===== src/rtl/vga_sync_gen.sv =====
// VGA horizontal/vertical timing generator with blanked RGB output.
// Counters walk active/front-porch/sync/back-porch; all outputs are registered one cycle behind them.
module vga_sync_gen #(
  parameter int H_ACTIVE      = 640,
  parameter int H_FP          = 16,
  parameter int H_SYNC        = 96,
  parameter int H_BP          = 48,
  parameter int V_ACTIVE      = 480,
  parameter int V_FP          = 10,
  parameter int V_SYNC        = 2,
  parameter int V_BP          = 33,
  parameter bit SYNC_POL      = 1'b0,
  parameter int DATA_WIDTH    = 12,
  parameter int COUNTER_WIDTH = 10
) (
  input  logic                     clk,
  input  logic                     rst_n,
  input  logic                     En,
  input  logic [DATA_WIDTH-1:0]    Data_VGA,
  output logic                     HSync,
  output logic                     VSync,
  output logic                     Video_Active,
  output logic [DATA_WIDTH-1:0]    RGB_Out,
  output logic                     Frame_Start,
  output logic [COUNTER_WIDTH-1:0] H_Count,
  output logic [COUNTER_WIDTH-1:0] V_Count
);

  localparam int H_TOTAL = H_ACTIVE + H_FP + H_SYNC + H_BP;
  localparam int V_TOTAL = V_ACTIVE + V_FP + V_SYNC + V_BP;

  localparam logic [COUNTER_WIDTH-1:0] CNT_ZERO  = {COUNTER_WIDTH{1'b0}};
  localparam logic [COUNTER_WIDTH-1:0] CNT_ONE   = {{(COUNTER_WIDTH-1){1'b0}}, 1'b1};
  localparam logic [COUNTER_WIDTH-1:0] H_LAST    = COUNTER_WIDTH'(H_TOTAL - 1);
  localparam logic [COUNTER_WIDTH-1:0] V_LAST    = COUNTER_WIDTH'(V_TOTAL - 1);
  localparam logic [COUNTER_WIDTH-1:0] H_ACT_END = COUNTER_WIDTH'(H_ACTIVE);
  localparam logic [COUNTER_WIDTH-1:0] V_ACT_END = COUNTER_WIDTH'(V_ACTIVE);
  localparam logic [COUNTER_WIDTH-1:0] HS_FIRST  = COUNTER_WIDTH'(H_ACTIVE + H_FP);
  localparam logic [COUNTER_WIDTH-1:0] HS_LAST   = COUNTER_WIDTH'(H_ACTIVE + H_FP + H_SYNC - 1);
  localparam logic [COUNTER_WIDTH-1:0] VS_FIRST  = COUNTER_WIDTH'(V_ACTIVE + V_FP);
  localparam logic [COUNTER_WIDTH-1:0] VS_LAST   = COUNTER_WIDTH'(V_ACTIVE + V_FP + V_SYNC - 1);

  localparam logic SYNC_ON  = SYNC_POL;
  localparam logic SYNC_OFF = ~SYNC_POL;
  localparam logic [DATA_WIDTH-1:0] RGB_BLANK = {DATA_WIDTH{1'b0}};

  logic [COUNTER_WIDTH-1:0] h_cnt_r;
  logic [COUNTER_WIDTH-1:0] v_cnt_r;
  logic [COUNTER_WIDTH-1:0] h_nxt_s;
  logic [COUNTER_WIDTH-1:0] v_nxt_s;

  logic                  hs_on_s;
  logic                  vs_on_s;
  logic                  act_s;
  logic                  first_px_s;

  logic                  hsync_r;
  logic                  vsync_r;
  logic                  video_active_r;
  logic [DATA_WIDTH-1:0] rgb_r;
  logic                  frame_start_r;

  // Next counter values; >= on the wrap compare so a corrupted counter recovers within one line/frame.
  always_comb begin
    h_nxt_s = h_cnt_r;
    v_nxt_s = v_cnt_r;
    if (!En) begin
      h_nxt_s = CNT_ZERO;
      v_nxt_s = CNT_ZERO;
    end else if (h_cnt_r >= H_LAST) begin
      h_nxt_s = CNT_ZERO;
      if (v_cnt_r >= V_LAST) begin
        v_nxt_s = CNT_ZERO;
      end else begin
        v_nxt_s = v_cnt_r + CNT_ONE;
      end
    end else begin
      h_nxt_s = h_cnt_r + CNT_ONE;
      v_nxt_s = v_cnt_r;
    end
  end

  // Counter registers.
  always_ff @(posedge clk or negedge rst_n) begin
    if (!rst_n) begin
      h_cnt_r <= CNT_ZERO;
      v_cnt_r <= CNT_ZERO;
    end else begin
      h_cnt_r <= h_nxt_s;
      v_cnt_r <= v_nxt_s;
    end
  end

  // Segment decode on the current counter values.
  always_comb begin
    hs_on_s    = (h_cnt_r >= HS_FIRST) && (h_cnt_r <= HS_LAST);
    vs_on_s    = (v_cnt_r >= VS_FIRST) && (v_cnt_r <= VS_LAST);
    act_s      = (h_cnt_r < H_ACT_END) && (v_cnt_r < V_ACT_END);
    first_px_s = (h_cnt_r == CNT_ZERO) && (v_cnt_r == CNT_ZERO);
  end

  // Output registers; a low En forces the idle/blanked state so no sync pulse is stretched.
  always_ff @(posedge clk or negedge rst_n) begin
    if (!rst_n) begin
      hsync_r        <= SYNC_OFF;
      vsync_r        <= SYNC_OFF;
      video_active_r <= 1'b0;
      rgb_r          <= RGB_BLANK;
      frame_start_r  <= 1'b0;
    end else if (!En) begin
      hsync_r        <= SYNC_OFF;
      vsync_r        <= SYNC_OFF;
      video_active_r <= 1'b0;
      rgb_r          <= RGB_BLANK;
      frame_start_r  <= 1'b0;
    end else begin
      hsync_r        <= hs_on_s ? SYNC_ON : SYNC_OFF;
      vsync_r        <= vs_on_s ? SYNC_ON : SYNC_OFF;
      video_active_r <= act_s;
      rgb_r          <= act_s ? Data_VGA : RGB_BLANK;
      frame_start_r  <= first_px_s;
    end
  end

  assign HSync        = hsync_r;
  assign VSync        = vsync_r;
  assign Video_Active = video_active_r;
  assign RGB_Out      = rgb_r;
  assign Frame_Start  = frame_start_r;
  assign H_Count      = h_cnt_r;
  assign V_Count      = v_cnt_r;

endmodule


===== config.mk =====
export PLATFORM = sky130hd
export DESIGN_NAME = vga_sync_gen
export DESIGN_NICKNAME = d
export VERILOG_FILES = /design/src/rtl/vga_sync_gen.sv
export SDC_FILE = /design/constraint.sdc
export NUM_CORES = 1
export LEC_CHECK = 0
export CORE_MARGIN = 8
export CORE_UTILIZATION = 49
export CTS_CLUSTER_SIZE = 30
export DETAILED_ROUTE_END_ITERATION = 10
export HOLD_SLACK_MARGIN = 0.08
export PLACE_DENSITY_LB_ADDON = 0.08
export SETUP_SLACK_MARGIN = 0.2
export SLEW_MARGIN = 20
export SYNTH_ARGS = -nofsm -noshare
export SYNTH_HDL_FRONTEND = slang
export SYNTH_SLANG_ARGS = --single-unit

===== constraint.sdc =====
create_clock -name clk -period 3.3 [get_ports clk]
set_input_delay 0.66 -clock clk [delete_from_list [all_inputs] [get_ports clk]]
set_output_delay 0.66 -clock clk [all_outputs]
set_load 0.02 [all_outputs]

==> flow_summary.json, run 1 <==
{
  "route.detailed.drc": 0,
  "p_per_area_nw_per_um2": 417,
  "antenna_cells": 0,
  "hp-class": "reg2reg",
  "dr.max_layer_used": "met4",
  "holdPathStages": 1,
  "met3_length_um": 291,
  "relSlewSlack_pct": 47.7,
  "fin_crit_ns": 2.31,
  "path_depth": 5,
  "grt-ovfl-total": 0,
  "clock-sinks": 36,
  "skew_ns": 0.00677,
  "rows": 21,
  "worst_pin_slew_ns": 0.784,
  "final_nets": 227,
  "die_w_um": 74.1,
  "vias": 1327,
  "grt_max_degree": 37,
  "async_reset_ff_share_pct": 100,
  "crit_start": "En",
  "start_util_pct": 50.3,
  "drtIter0Drc": 86,
  "worstPathArrival_ns": 2.55,
  "rsz0062_at_grt": "false",
  "worstPathCellList": "clkdlybuf4s50_1 -> or4b_1 -> a2bb2oi_2 -> o21ai_0 -> a22o_1",
  "leakagePower_nw": 0.988,
  "postCtsSetupBuffers": 0,
  "synth-main-ff-cell": "dfrtp_1",
  "grt_pass1_vias": 1341,
  "wirelength_mm": 3.80,
  "synth.area.top_cells": "dfrtp_1, and2_1, nor2_1, dfstp_2, a22o_1",
  "hold_violations": 0,
  "worst_hold_startpoint": "H_Count[0]",
  "synthCells": 154,
  "drv_slew": 0,
  "areaGrowthSynthToFinish_pct": 37.2,
  "utilization_pct": 69.1,
  "critical_path.slowest_cell": "a2bb2oi_2",
  "dpl.hpwl_mm": 2.76,
  "grt_pass1_wl_mm": 6.40,
  "synth_area_leader_cell": "dfrtp_1",
  "synth_common_cells": "dfrtp_1, nor2_1, and2_1",
  "numCtsBuffers": 5,
  "cts_resized": 0,
  "synth_top_area_share_pct": 51.5,
  "wl_met2_mm": 1.94,
  "grt_usage_pct": 15.0,
  "post_drt_wl_per_cell_um": 14.9,
  "clkTransAtPathRegs_ns": 0.11,
  "antenna_found_initial": 0,
  "crit_path_max_incr_delay_ns": 0.60,
  "cts_root_buf": "clkbuf_4",
  "synth_most_common_cell": "dfrtp_1",
  "synth.cell_area_sq_um": 1650,
  "fp.dieH_um": 74.1,
  "io_buffer_count": 50,
  "status": "completed",
  "ir_drop_v": 0.000320,
  "met1Wirelength_mm": 1.51,
  "finalCritPeriodShare_pct": 69.9,
  "ctsHoldBuffers": 0,
  "finalSetupViolations": 0,
  "fmax_mhz": 433,
  "fin_setup_tns_ns": 0,
  "ys_types": 34,
  "clock_latency_ns": 0.34,
  "cts_tree": "done",
  "syn_avg_cell_area_sq_um": 10.7,
  "worstSetupPathType": "in2reg",
  "worstPathRequired_ns": 3.54,
  "crit_path_start_kind": "input pin",
  "firstDrtPassIters": 4,
  "drive_above_1_share_pct": 7.18,
  "cts_max_level": 2,
  "r2r_cells": 5,
  "gp_congestion": 0.785,
  "die_area_sq_um": 5490,
  "ys_ff_latch": 36,
  "viasPerCell": 5.20,
  "synth_warnings": 0,
  "syn_nets": 173,
  "ant_nets": 0,
  "end_kind": "flip-flop",
  "synth-seq-area-share_pct": 54.7,
  "reg2reg_from": "H_Count[0]",
  "core-area_sq_um": 3280,
  "crit_family": "compound AO/OA/AOI/OAI gates",
  "path_buf_inv": 1,
  "critPathMaxFanout": 19,
  "io_pins": 51,
  "synth_edf_count": 0,
  "maxCapViolations": 0,
  "cts_max_path_buffers": 2
}
## power breakdown
part	internal [mW]	leakage [nW]	switching, mW	total [mW]
Combinational	0.0770	0.472	0.0768	0.154
Clock	0.159	0.0422	0.144	0.303
Sequential	0.463	0.473	0.0263	0.489
Total	0.699	0.988	0.247	0.946
## final cells by class
class | count | area (sq um)
inverter | 6 | 22.5
fill | 274 | 1020
clock buffer | 6 | 41.3
sequential | 36 | 903
tap | 46 | 57.6
multi-input combinational | 108 | 701
timing repair buffer | 51 | 508
clock inverter | 2 | 35.0
## registers in the layout, indices dropped and copies added (netlist names)
name / cells
RGB_Out: 12
Frame_Start: 1
V_Count: 10
Video_Active: 1
VSync: 1
H_Count: 10
HSync: 1
## final timing paths
kind	end	slack [ns]
max	V_Count[8]	0.99
min	H_Count[0]	0.56
max reg2reg	V_Count[8]	1.14
min reg2reg	H_Count[0]	0.56
max in group asynchronous	VSync	2.23
min in group asynchronous	V_Count[8]	0.72
## through the flow
stage / std cells / power, mW / area [sq um] / hold WS, ns / setup slack (ns)
after floorplan: 154 / 0.567 / 1650 / 0.364 / 1.59
after global placement: 247 / 0.650 / 2190 / 0.540 / 0.727
after detailed placement: 247 / 0.654 / 2190 / 0.540 / 0.628
after CTS: 255 / 0.961 / 2270 / 0.559 / 1.01
after global routing: 255 / 0.994 / 2270 / 0.619 / 0.828
final: 255 / 0.946 / 2270 / 0.561 / 0.992
## worst register-to-register path, stage by stage, from the launching register on
cell,delay (ns)
dfrtp_1,0.45
ha_1,0.23
and4_1,0.25
a2bb2oi_2,0.62
o21ai_0,0.24
a22o_1,0.28
## placed cells by master (no fill, tap or decap), drive strengths merged
| cell type | instances |
|---|---|
| nor3b | 1 |
| xor2 | 3 |
| inv | 6 |
| nor3 | 6 |
| ha | 4 |
| or3 | 2 |
| clkdlybuf4s50 | 50 |
| a41oi | 1 |
| dfstp | 2 |
| nor2b | 2 |
| a2bb2oi | 1 |
| o21bai | 1 |
| and3 | 5 |
| nand2 | 7 |
| nand3 | 7 |
| and4 | 2 |
| and2 | 12 |
| nor4 | 3 |
| mux2 | 1 |
| nand4b | 1 |
| bufinv | 1 |
| clkinv | 1 |
| a31oi | 1 |
| clkbuf | 6 |
| a32o | 1 |
| xnor2 | 4 |
| o21ai | 8 |
| buf | 1 |
| nand4 | 4 |
| nor2 | 19 |
| o21ba | 1 |
| or4b | 1 |
| dfrtp | 34 |
| a21oi | 2 |
| a22o | 6 |
| a21o | 2 |
## layer usage
metal | global-route usage [%] | vias up
met2 | 24.5 | 38
met3 | 6.60 | 6
met5 | 0 | -
met4 | 5.99 | 0
met1 | 16.8 | 637
li1 | - | 646
## cell families (layout without fill, tap and decap cells)
logic type,after synthesis,count (layout),synth area share (%)
adders and majority gates,4,4,3.03
DFF,36,36,54.7
buffers and inverters,10,65,2.95
AOI/OAI and AO/OA,24,24,11.4
and+or+nand+nor,72,72,23.5
muxes,1,1,0.681
xor gates and xnor gates,7,7,3.71
Power figures use the tool's default switching activity.
==> inputs of run 2 (changes only) <==
Settings changed: CORE_UTILIZATION 49 to 46.
Clock period 3.3 ns to 2.3 ns, I/O delays scaled along.
==> run 2 against run 1 <==
  * Cell area is 0.99% higher
  * Global-route usage shrank 0.50 points
  * Clock skew is 0.0026 ns lower
  * Routed wire length up 6.6%
  * Sequential share of layout area decreased by 0.39 points
  * Sequential power is 44% higher
  * Non-clock buffer count up 3
  * Critical endpoint is now V_Count[3]
==> flow_summary.json, run 2 (synthesis results as in run 1) <==
{
  "status": "completed",
  "clock_latency_ns": 0.33,
  "post_drt_wl_per_cell_um": 15.7,
  "start_util_pct": 48.8,
  "hp-class": "in2async",
  "wirelength_mm": 4.04,
  "clockPowerShare_pct": 31.9,
  "final_cell_count_no_fill": 258,
  "cts_tree": "done",
  "hold_violations": 0,
  "finalSetupViolations": 0,
  "p_per_area_nw_per_um2": 595,
  "critPathMaxFanout": 10,
  "core-area_sq_um": 3390,
  "comb_power_share_pct": 16.6,
  "layout_common_cells": "clkdlybuf4s50_1, dfrtp_1, nor2_1",
  "cts_root_buf": "clkbuf_4",
  "critical_path.slowest_cell": "clkdlybuf4s50_1",
  "largest_reg_flops": 12,
  "cts_max_level": 2,
  "crit_path_max_incr_delay_ns": 0.67,
  "ctsHoldBuffers": 0,
  "cts_resized": 0,
  "io_pins": 51,
  "drive_above_1_share_pct": 8.49,
  "grt_usage_pct": 14.5,
  "worst_pin_slew_ns": 0.542,
  "clock-sinks": 36,
  "cts_max_path_buffers": 2,
  "postCtsSetupBuffers": 0,
  "internal-power_mw": 1.01,
  "skew_ns": 0.00420,
  "crit_family": "buffers and inverters",
  "end_kind": "output port",
  "io_buffer_count": 50,
  "die_area_sq_um": 5770,
  "crit_path_start_kind": "flip-flop",
  "fmax_mhz": 495,
  "vias": 1388,
  "ir_drop_v": 0.000500,
  "fin_crit_ns": 2.02,
  "grt-ovfl-total": 0,
  "clkTransAtPathRegs_ns": 0.11,
  "areaGrowthSynthToFinish_pct": 38.6,
  "fp.dieH_um": 75.9,
  "final_common_cell": "clkdlybuf4s50_1",
  "relSlewSlack_pct": 63.6,
  "fin_setup_tns_ns": 0,
  "ant_nets": 0,
  "p_sw_share_pct": 26.2,
  "final_nets": 230,
  "p_sw_mw": 0.357,
  "grt_pass1_vias": 1453,
  "worstPathArrival_ns": 1.56,
  "worstPathCellList": "clkdlybuf4s50_1",
  "numCtsBuffers": 5,
  "route.detailed.drc": 0,
  "antenna_found_initial": 0,
  "die_w_um": 75.9,
  "drtIter0Drc": 76,
  "maxCapViolations": 0,
  "worstSetupPathType": "reg2out",
  "worstPathRequired_ns": 1.84,
  "firstDrtPassIters": 4,
  "drv_slew": 0,
  "dp_cells": 250,
  "path_buf_inv": 1,
  "antenna_cells": 0,
  "gp_congestion": 0.773,
  "grt_max_degree": 37,
  "grt_pass1_wl_mm": 7.04,
  "rows": 21,
  "leakagePower_nw": 1.00,
  "seq_power_share_pct": 51.5,
  "rsz0062_at_grt": "false",
  "finalCritPeriodShare_pct": 87.8,
  "viasPerCell": 5.38,
  "dpl.hpwl_mm": 2.96
}
[run 2: final timing paths]
path	from	depth (start not counted)	slack, ns	endpoint
worst min register to register	H_Count[0]	1	0.55	H_Count[0]
worst max register to register	V_Count[6]	4	0.43	V_Count[1]
max in group asynchronous	rst_n	2	1.43	HSync
min in group clk	H_Count[0]	1	0.55	H_Count[0]
worst max-delay path	V_Count[3]	1	0.28	V_Count[3]
worst min-delay path	rst_n	2	0.52	V_Count[6]
[run 2: metal layers]
metal | vias up | GRT usage (%) | wire length (um)
met5 | - | 0 | 0
met4 | 0 | 5.10 | 31
met3 | 4 | 4.60 | 278
met2 | 40 | 24.9 | 2140
met1 | 692 | 16.5 | 1590
li1 | 652 | - | -
[run 2: power groups by stage]
stage	combinational (mW)	clock, mW	sequential, mW
after floorplan	0.0675	0	0.747
after global placement	0.226	0	0.712
after detailed placement	0.228	0	0.714
after CTS	0.231	0.447	0.702
after global routing	0.249	0.471	0.707
final	0.226	0.435	0.702
[run 2: area by class of cell]
type                            count  area, sq um
Clock buffer                        6         41.3
Clock inverter                      2         35.0
Fill cell                         258         1100
Inverter                            6         22.5
Multi-Input combinational cell    108          701
Sequential cell                    36          903
Tap cell                           46         57.6
Timing Repair Buffer               54          531
[run 2: through the flow]
step | worst slack [ns] | area [sq um] | util, % | hold slack, ns | total power [mW]
after global routing | 0.210 | 2290 | 67.6 | 0.558 | 1.43
after floorplan | 0.586 | 1650 | - | 0.164 | 0.814
after CTS | 0.273 | 2290 | 67.6 | 0.530 | 1.38
final | 0.280 | 2290 | 67.6 | 0.523 | 1.36
after detailed placement | 0.153 | 2210 | 65.3 | 0.548 | 0.942
after global placement | 0.205 | 2210 | 65.3 | 0.539 | 0.938
